$ cat config.mk
export PLATFORM = sky130hd
export DESIGN_NAME = sdm_mash
export DESIGN_NICKNAME = d
export VERILOG_FILES = /design/src/rtl/sdm_pkg.sv /design/src/rtl/sdm_acc.sv /design/src/rtl/sdm_mash.sv
export SDC_FILE = /design/constraint.sdc
export NUM_CORES = 1
export LEC_CHECK = 0
export BUFFER_PORTS_ARGS = -buffer_cell sky130_fd_sc_hd__buf_2
export CORE_AREA = 2 2 102 104
export DETAILED_ROUTE_END_ITERATION = 10
export DIE_AREA = 0 0 104 106
export PLACE_DENSITY = 0.66
export SYNTH_ARGS = -nofsm -noshare
export SYNTH_HDL_FRONTEND = slang
export SYNTH_SLANG_ARGS = --single-unit
$ cat constraint.sdc
create_clock -name clk -period 7.7 [get_ports clk]
set_input_delay 0.77 -clock clk [delete_from_list [all_inputs] [get_ports clk]]
set_output_delay 0.77 -clock clk [all_outputs]
set_load 0.01 [all_outputs]
$ cat src/rtl/sdm_pkg.sv
// rtl/sdm_pkg.sv - shared order encodings, LFSR seed and order normalisation for sdm_mash
package sdm_pkg;

    localparam logic [1:0]  SDM_ORD1      = 2'd1;
    localparam logic [1:0]  SDM_ORD2      = 2'd2;
    localparam logic [1:0]  SDM_ORD3      = 2'd3;
    localparam logic [14:0] SDM_LFSR_SEED = 15'h0001;
    localparam int          SDM_OW_MIN    = 4;

    // Order 0 has no meaning of its own and behaves as a first-order modulator
    function automatic logic [1:0] sdm_norm_order(input logic [1:0] ord);
        return (ord == 2'd0) ? SDM_ORD1 : ord;
    endfunction

endpackage

$ cat src/rtl/sdm_acc.sv
// rtl/sdm_acc.sv - registered W-bit wrap-around accumulator stage with carry-out and zero gating
module sdm_acc #(
    parameter int W = 16
) (
    input  logic         clk,
    input  logic         rstn,
    input  logic         i_en,
    input  logic         i_clr,
    input  logic         i_zero,
    input  logic         i_ci,
    input  logic [W-1:0] i_a,
    output logic [W-1:0] o_residue,
    output logic         o_carry
);

    logic [W-1:0] r_acc;
    logic [W:0]   w_sum;

    // The overflow bit is the modulator carry; a gated stage reports no carry
    assign w_sum     = {1'b0, r_acc} + {1'b0, i_a} + {{W{1'b0}}, i_ci};
    assign o_residue = w_sum[W-1:0];
    assign o_carry   = w_sum[W] & ~i_zero;

    // Accumulator keeps the residue; a gated stage is held at zero while stepping
    always_ff @(posedge clk or negedge rstn) begin
        if (!rstn) begin
            r_acc <= '0;
        end else if (i_clr) begin
            r_acc <= '0;
        end else if (i_en) begin
            r_acc <= i_zero ? '0 : w_sum[W-1:0];
        end
    end

endmodule

$ cat src/rtl/sdm_mash.sv
// rtl/sdm_mash.sv - MASH 1-1-1 sigma-delta modulator, run-time order 1..3, optional LFSR dither (SDM_MASH_DITHER_EN)
module sdm_mash
    import sdm_pkg::*;
#(
    parameter int W  = 16,
    parameter int OW = 4
) (
    input  logic                 clk,
    input  logic                 rstn,
    input  logic                 en,
    input  logic                 clr,
    input  logic [1:0]           order,
    input  logic [W-1:0]         frac,
    output logic signed [OW-1:0] dout,
    output logic                 dout_vld,
    output logic                 ovf
);

    logic [1:0]         w_ord;
    logic               w_zero2;
    logic               w_zero3;
    logic               w_dith;
    logic [W-1:0]       w_res1;
    logic [W-1:0]       w_res2;
    logic               w_c1;
    logic               w_c2;
    logic               w_c3;
    logic [3:0]         w_t1;
    logic [3:0]         w_t2;
    logic [3:0]         w_t3;
    logic signed [3:0]  w_y;

    logic               r_c2_d;
    logic               r_c3_d;
    logic               r_c3_dd;
    logic [1:0]         r_ord_last;
    logic               r_ord_vld;

    assign w_ord   = sdm_norm_order(order);
    assign w_zero2 = (w_ord == SDM_ORD1);
    assign w_zero3 = (w_ord != SDM_ORD3);

`ifdef SDM_MASH_DITHER_EN
    logic [14:0] r_lfsr;

    // x^15 + x^14 + 1 Fibonacci LFSR, stepped with the modulator
    always_ff @(posedge clk or negedge rstn) begin
        if (!rstn) begin
            r_lfsr <= SDM_LFSR_SEED;
        end else if (clr) begin
            r_lfsr <= SDM_LFSR_SEED;
        end else if (en) begin
            r_lfsr <= {r_lfsr[13:0], r_lfsr[14] ^ r_lfsr[13]};
        end
    end

    assign w_dith = r_lfsr[0];
`else
    assign w_dith = 1'b0;
`endif

    sdm_acc #(.W(W)) u_acc1 (
        .clk       (clk),
        .rstn      (rstn),
        .i_en      (en),
        .i_clr     (clr),
        .i_zero    (1'b0),
        .i_ci      (w_dith),
        .i_a       (frac),
        .o_residue (w_res1),
        .o_carry   (w_c1)
    );

    sdm_acc #(.W(W)) u_acc2 (
        .clk       (clk),
        .rstn      (rstn),
        .i_en      (en),
        .i_clr     (clr),
        .i_zero    (w_zero2),
        .i_ci      (1'b0),
        .i_a       (w_res1),
        .o_residue (w_res2),
        .o_carry   (w_c2)
    );

    sdm_acc #(.W(W)) u_acc3 (
        .clk       (clk),
        .rstn      (rstn),
        .i_en      (en),
        .i_clr     (clr),
        .i_zero    (w_zero3),
        .i_ci      (1'b0),
        .i_a       (w_res2),
        .o_residue (),
        .o_carry   (w_c3)
    );

    // Noise-cancellation terms; a disabled stage contributes nothing, keeping the range tight on order switches
    assign w_t1 = {3'b000, w_c1};
    assign w_t2 = w_zero2 ? 4'd0 : ({3'b000, w_c2} - {3'b000, r_c2_d});
    assign w_t3 = w_zero3 ? 4'd0 : ({3'b000, w_c3} - {2'b00, r_c3_d, 1'b0} + {3'b000, r_c3_dd});
    assign w_y  = w_t1 + w_t2 + w_t3;

    // Remember the last order seen so a change during stepping can be flagged
    always_ff @(posedge clk or negedge rstn) begin
        if (!rstn) begin
            r_ord_last <= SDM_ORD1;
            r_ord_vld  <= 1'b0;
        end else begin
            r_ord_last <= w_ord;
            r_ord_vld  <= 1'b1;
        end
    end

    // Carry delay line, registered output, valid strobe and sticky order-change flag
    always_ff @(posedge clk or negedge rstn) begin
        if (!rstn) begin
            r_c2_d   <= 1'b0;
            r_c3_d   <= 1'b0;
            r_c3_dd  <= 1'b0;
            dout     <= '0;
            dout_vld <= 1'b0;
            ovf      <= 1'b0;
        end else if (clr) begin
            r_c2_d   <= 1'b0;
            r_c3_d   <= 1'b0;
            r_c3_dd  <= 1'b0;
            dout     <= '0;
            dout_vld <= 1'b0;
            ovf      <= 1'b0;
        end else begin
            dout_vld <= en;
            if (en) begin
                r_c2_d  <= w_c2;
                r_c3_d  <= w_c3;
                r_c3_dd <= w_zero3 ? 1'b0 : r_c3_d;
                dout    <= OW'(w_y);
                if (r_ord_vld && (w_ord != r_ord_last)) begin
                    ovf <= 1'b1;
                end
            end
        end
    end

endmodule
== Yosys cells after proc, flatten, opt, wreduce, memory -nomap -nowiden ==
Index checks and enable logic that the tools add are counted.
Storage, ports and cells
  register bits: 60
  input port bits: 22
  output and inout bits: 6
  word-level logic and storage cells: 55
Cells by class
  $add $sub $neg: 8
  equality and inequality tests: 3
  multiplexer cells: 24
  bitwise gates (word level): 4
  reduce and logical (&&, ||, !) cells: 5
Operators by type and width (count)
  $mux W16: 8
  $add A16 B16 Y17: 3
  $mux W4: 4
  $mux W1: 11
  $add A1 B4 Y4: 1
  $add A3 B2 Y4: 1
  $add A4 B4 Y4: 1
  $reduce_bool A2 Y1: 2
  $sub A1 B2 Y3: 1
  $and A1 B1 Y1: 2
  $eq A2 B1 Y1 const B: 1
  $logic_not A2 Y1: 1
  $mux W2: 1
  $ne A2 B2 Y1: 1
  $ne A2 B2 Y1 const B: 1
  $not A1 Y1: 2
  $reduce_and A2 Y1: 1
  $sub A1 B1 Y2: 1
  $logic_and A1 B1 Y1: 1

== Logic depth before layout (Yosys ltp) ==
  depth after elaboration: 11
  depth in mapped cells: 29
  mapped depth without buffers: 29

== Modules after synthesis ==
Synthesis repeated with hierarchy kept, for this count alone.
Unflattened totals
  cell total of the unflattened synthesis: 473
  area, all modules: 4688.2 um^2
By module, submodules not included
  sdm_acc at u_acc3: times used 1, cells each 134, area each 1362.6 um^2, seq. area each 400.4 um^2
  sdm_acc at u_acc1: times used 1, cells each 137, area each 1332.5 um^2, seq. area each 400.4 um^2
  sdm_acc at u_acc2: times used 1, cells each 138, area each 1320.0 um^2, seq. area each 400.4 um^2
  sdm_mash: times used 1, cells each 64, area each 673.1 um^2, seq. area each 301.5 um^2

== Least setup slack after synthesis ==
No wires, ideal clock.
  path kind: input to register
  start point: input frac[0]
  end point: register dout[2]
  setup time: 0.094 ns
  arrival time: 6.040 ns
  data required time: 7.606 ns
  setup slack: 1.566 ns
  cell stages on the path: 26
  buffers on the path: 0
  cells stage by stage: ha_1 -> inv_1 -> fa_1 -> nor2b_1 -> o31a_1 -> o21ai_1 -> a21oi_1 -> or3_1 -> and2_1 -> ha_1 -> nand4_1 -> a211oi_1 -> a211o_1 -> a31oi_1 -> xnor2_1 -> ha_1 -> a21o_1 -> a21o_1 -> a221oi_1 -> nor2_1 -> ha_1 -> and3_1 -> fa_1 -> fa_1 -> xnor2_1 -> a211oi_1
Between the ends
  longest elaborated chain between the ends: 10
  elaborated cells on any way between the ends: 14
  those cells by class: add/sub (8); mux (4); bitwise (2)
RTL lines
  from (decl): RTL line sdm_mash.sv:13  | input logic [W-1:0] frac,
  $add A16 B16 Y17 (*): RTL line sdm_acc.sv:20  | assign w_sum = {1'b0, r_acc} + {1'b0, i_a} + {{W{1'b0}}, i_ci};
  $add A16 B16 Y17 (2 in a row): RTL line sdm_acc.sv:20
  $and A1 B1 Y1: RTL line sdm_acc.sv:22  | assign o_carry = w_sum[W] & ~i_zero;
  $sub A1 B2 Y3: RTL line sdm_mash.sv:101  | assign w_t3 = w_zero3 ? 4'd0 : ({3'b000, w_c3} - {2'b00, r_c3_d, 1'b0} + {3'b000, r_c3_dd});
  $add A3 B2 Y4: RTL line sdm_mash.sv:101
  $mux W4: RTL line sdm_mash.sv:101
  $add A4 B4 Y4 (*): RTL line sdm_mash.sv:102  | assign w_y = w_t1 + w_t2 + w_t3;
  $mux W4 (*): RTL line sdm_mash.sv:133  | if (en) begin
  $mux W4 (*): RTL line sdm_mash.sv:124  | end else if (clr) begin
  to (signal assigned): RTL line sdm_mash.sv:137  | dout <= OW'(w_y);
  to (decl): RTL line sdm_mash.sv:14  | output logic signed [OW-1:0] dout,
Every way passes the cells marked *; elsewhere a longest branch is shown, timed or not. The select of a mux whose other input is x is not followed.
A chain may end at the register's enable or synchronous reset.

== Final worst setup path ==
  start point: input frac[3]
  end point: register dout[2]
The elaborated chain is that of the path after synthesis.

==> impl_results.md <==
* Post-Route WL at 11,400 um
* Final Critical Period at 6.54 ns
* Internal at 0.810 mW
* DP HPWL at 8560 um
* # Post-CTS Setup Buffers at 0
* # setup viols final at 0
* FF-to-FF Start: u_acc1.r_acc[3]$_DFFE_PN0P_
* Post-synthesis cell type count at 66
* Chip height at 106 um
* Synth Instances at 525
* Register Area at 1500 um^2
* Vias in the first global route at 4,104
* Synthesized cell area at 4830 um^2
* Fin crit share at 0.850
* Register area share after synthesis at 0.311
* CTS tree: done
* Hold path cells at 2
* Comb pwr share at 0.551
* Largest net degree at the start of global routing at 61
* CTS H-tree depth at 3
* Status: finished clean
* IO Pins at 28
* Top FF cell, synth: dfrtp_1
* CP dominant cell by count: ha_1
* Worst reg2reg path depth at 24
* Synthesized area per cell at 9.21 um^2
* Reg2Reg Setup Slack at 1.27 ns
* Root buf cell: clkbuf_8
* Reg clk slew, reported paths at 0.07 ns
* Setup TNS at 0 ns
* Area growth syn-to-layout at 9.14%
* First-pass GRT wire length at 19,900 um
* Arr. time, crit path at 6.81 ns
* Die area at 11,000 um^2
* Final Util at 0.528
* Most frequent cells in the layout: 59 x dfrtp_1, 55 x ha_1, 51 x nand2_1
* Clk sink count at 60
* YS warnings at 0
* Startpoint class of the critical path: input pin
* Resized cells post-CTS at 0
* Slew margin rel. at 0.478
* Fillers at 944
* Die X-Extent at 104 um
* Setup crit end kind: register
* Vias per cell at 5.79
* Later-pin clock latency in the skew report at 0.35 ns
* Core area at 10000 um^2
* WP data required at 7.96 ns
* Final ANT Viol Nets at 0
* CP max-delay cell: fa_1
* RSZ-0062 raised after global routing: false
* Most common cell after layout, fill and taps aside: dfrtp_1
* Nets at 631
* Hold_buf cts at 0
* Hold Path Class: reg2reg
* N_diodes at 0
* DRT Pass-1 Iters at 4
* P_sw at 0.634 mW
* CTS Buf Count at 9
* Share of total power in sequential cells at 0.260
* Worst-margin pin slew at 0.783 ns
* CTS Buffer Depth at 2
* Setup crit start: frac[3]
* Max cap viols at 0
* Clock power share at 0.189
* Multi-input gate area in the final layout at 3190 um^2
* Routed length per instance at 16.6 um
* Rows at 37
* Cell area power density at 274 nW/um^2
* Min-Delay Endpoint: u_acc2.r_acc[10]$_DFFE_PN0P_
* Mapped Nets at 607
* Peak VDD IR at 0.0898 mV
* WP buf/inv at 1
* Post-synthesis register bit count at 60
* Initial drt markers at 163
* Layout cell share with drive strength beyond 1 at 0.114
* Number of synthesized flops with an enable pin at 0
* Worst reg2reg endpoint: dout[2]$_DFFE_PN0P_
* Total number of vias at 3,993
* Global-route usage over all layers at 0.225
* Grt ovf at 0
* CP top delay family: compound AO/OA/AOI/OAI gates
* Port Buffers at 27
* Residual DRC at 0
* GP Congestion at 0.930
* Max FO, Critical Path at 7
* Critical path class: in2reg
* CP peak stage delay at 0.44 ns
* Initial antenna violation count at 0
* P_leak at 2.66 nW
* Fmax achieved at 153 MHz
* Min-Delay Startpoint: u_acc2.r_acc[10]$_DFFE_PN0P_
* Initial cell density of the core at 0.483
* Final Hold Fails at 0
* Final clock skew at 0.00860 ns
* Ys async rst share at 1.00
* Slew Limit Fails at 0
* Switch share at 0.439
worst max path at each step:
stage                     slack [ns]                  end  cells after the start
after global routing            0.53  dout[3]$_DFFE_PN0P_                     29
after detailed placement        0.85  dout[2]$_DFFE_PN0P_                     25
after floorplan                 1.57  dout[2]$_DFFE_PN0P_                     26
final                           1.16  dout[2]$_DFFE_PN0P_                     25
after CTS                       1.20  dout[2]$_DFFE_PN0P_                     25
after global placement          0.91  dout[3]$_DFFE_PN0P_                     27
cells by family (layout without fill, tap and decap cells):
logic type,Yosys count,count (layout),share of synthesized area
muxes,11,11,0.0228
DFF,60,60,0.311
AOI/OAI and AO/OA,171,171,0.257
other,1,1,0.000776
and+or+nand+nor,154,154,0.157
xor gates and xnor gates,33,33,0.0598
adders and majority gates,60,60,0.163
buffers and inverters,35,64,0.0290
power groups by stage:
stage,logic (mW),clock network [mW],registers [mW]
global placement,0.769,0,0.381
finish,0.795,0.273,0.376
floorplan,0.622,0,0.375
detailed placement,0.785,0,0.381
global route,0.898,0.295,0.381
CTS,0.791,0.279,0.376
cell type report:
cell class | instances | share of cell area
tap | 136 | 0.0323
clock inverter | 4 | 0.00427
multi-input combinational | 430 | 0.605
inverter | 19 | 0.0135
timing repair buffer | 29 | 0.0285
sequential | 60 | 0.285
clock buffer | 12 | 0.0313
per-layer routing:
metal,share of wire,GRT usage,vias up
met5,0,0,-
met2,0.47,0.383,65
met4,0.020,0.0820,0
li1,-,-,1991
met3,0.035,0.0411,14
met1,0.47,0.287,1923
through the flow:
step                      hold WS (ns)  power (mW)  worst slack, ns  cells  instance area [um^2]
after global placement           0.474        1.15            0.908    674                  5090
after CTS                        0.488        1.45             1.20    690                  5280
final                            0.482        1.44             1.16    690                  5280
after global routing             0.514        1.57            0.526    690                  5280
after floorplan                  0.455       0.998             1.57    525                  4830
after detailed placement         0.473        1.17            0.845    674                  5090
synthesized netlist by cell type, types with 2 or more instances:
cell	count	area [um^2]
a211o_1	3	26.3
a211oi_1	6	45.0
a21boi_0	4	30.0
a21o_1	17	128
a21oi_1	33	165
a21oi_2	5	43.8
a221o_1	2	20.0
a22o_1	19	166
a22oi_1	2	15.0
a31oi_1	5	31.3
a32o_1	3	30.0
and2_1	5	31.3
and3_1	6	37.5
and4_1	2	17.5
clkbuf_1	14	52.6
dfrtp_1	59	1480
fa_1	5	100
ha_1	55	688
inv_1	19	71.3
mux2i_1	11	110
nand2_1	51	191
nand2b_1	7	43.8
nand3_1	14	70.1
nand4_1	6	37.5
nor2_1	37	139
nor2b_1	5	31.3
nor3_1	4	20.0
nor3b_1	4	30.0
o2111ai_1	5	43.8
o211a_1	2	20.0
o21a_1	7	52.6
o21ai_0	24	120
o21ai_1	8	40.0
o21bai_1	6	45.0
o31a_1	2	17.5
o31ai_1	4	30.0
or3_1	4	25.0
xnor2_1	24	210
xor2_1	9	78.8
sequential cells by signal, indices dropped and copies added (netlist names):
signal        cells
u_acc1.r_acc     16
u_acc2.r_acc     16
u_acc3.r_acc     16
dout              4
r_ord_last        2
dout_vld          1
ovf               1
r_c2_d            1
r_c3_d            1
r_c3_dd           1
r_ord_vld         1
worst reg2reg max path: stages (launching register included):
cell and delay, ns:
dfrtp_1 0.40, ha_1 0.35, a21o_1 0.20, a21oi_1 0.17
nand2_1 0.15, a31oi_2 0.41, o21ai_0 0.18, xor2_1 0.22
ha_1 0.29, a21oi_1 0.19, o21ai_1 0.10, a21o_1 0.21
a221oi_4 0.39, mux2i_1 0.29, nor2_1 0.10, ha_1 0.37
a21o_1 0.19, a221oi_1 0.38, nor2_1 0.10, ha_1 0.28
and3_1 0.17, fa_1 0.44, fa_1 0.39, xnor2_1 0.15
a211oi_1 0.23
Note: power is estimated with default switching activity, not from simulation.
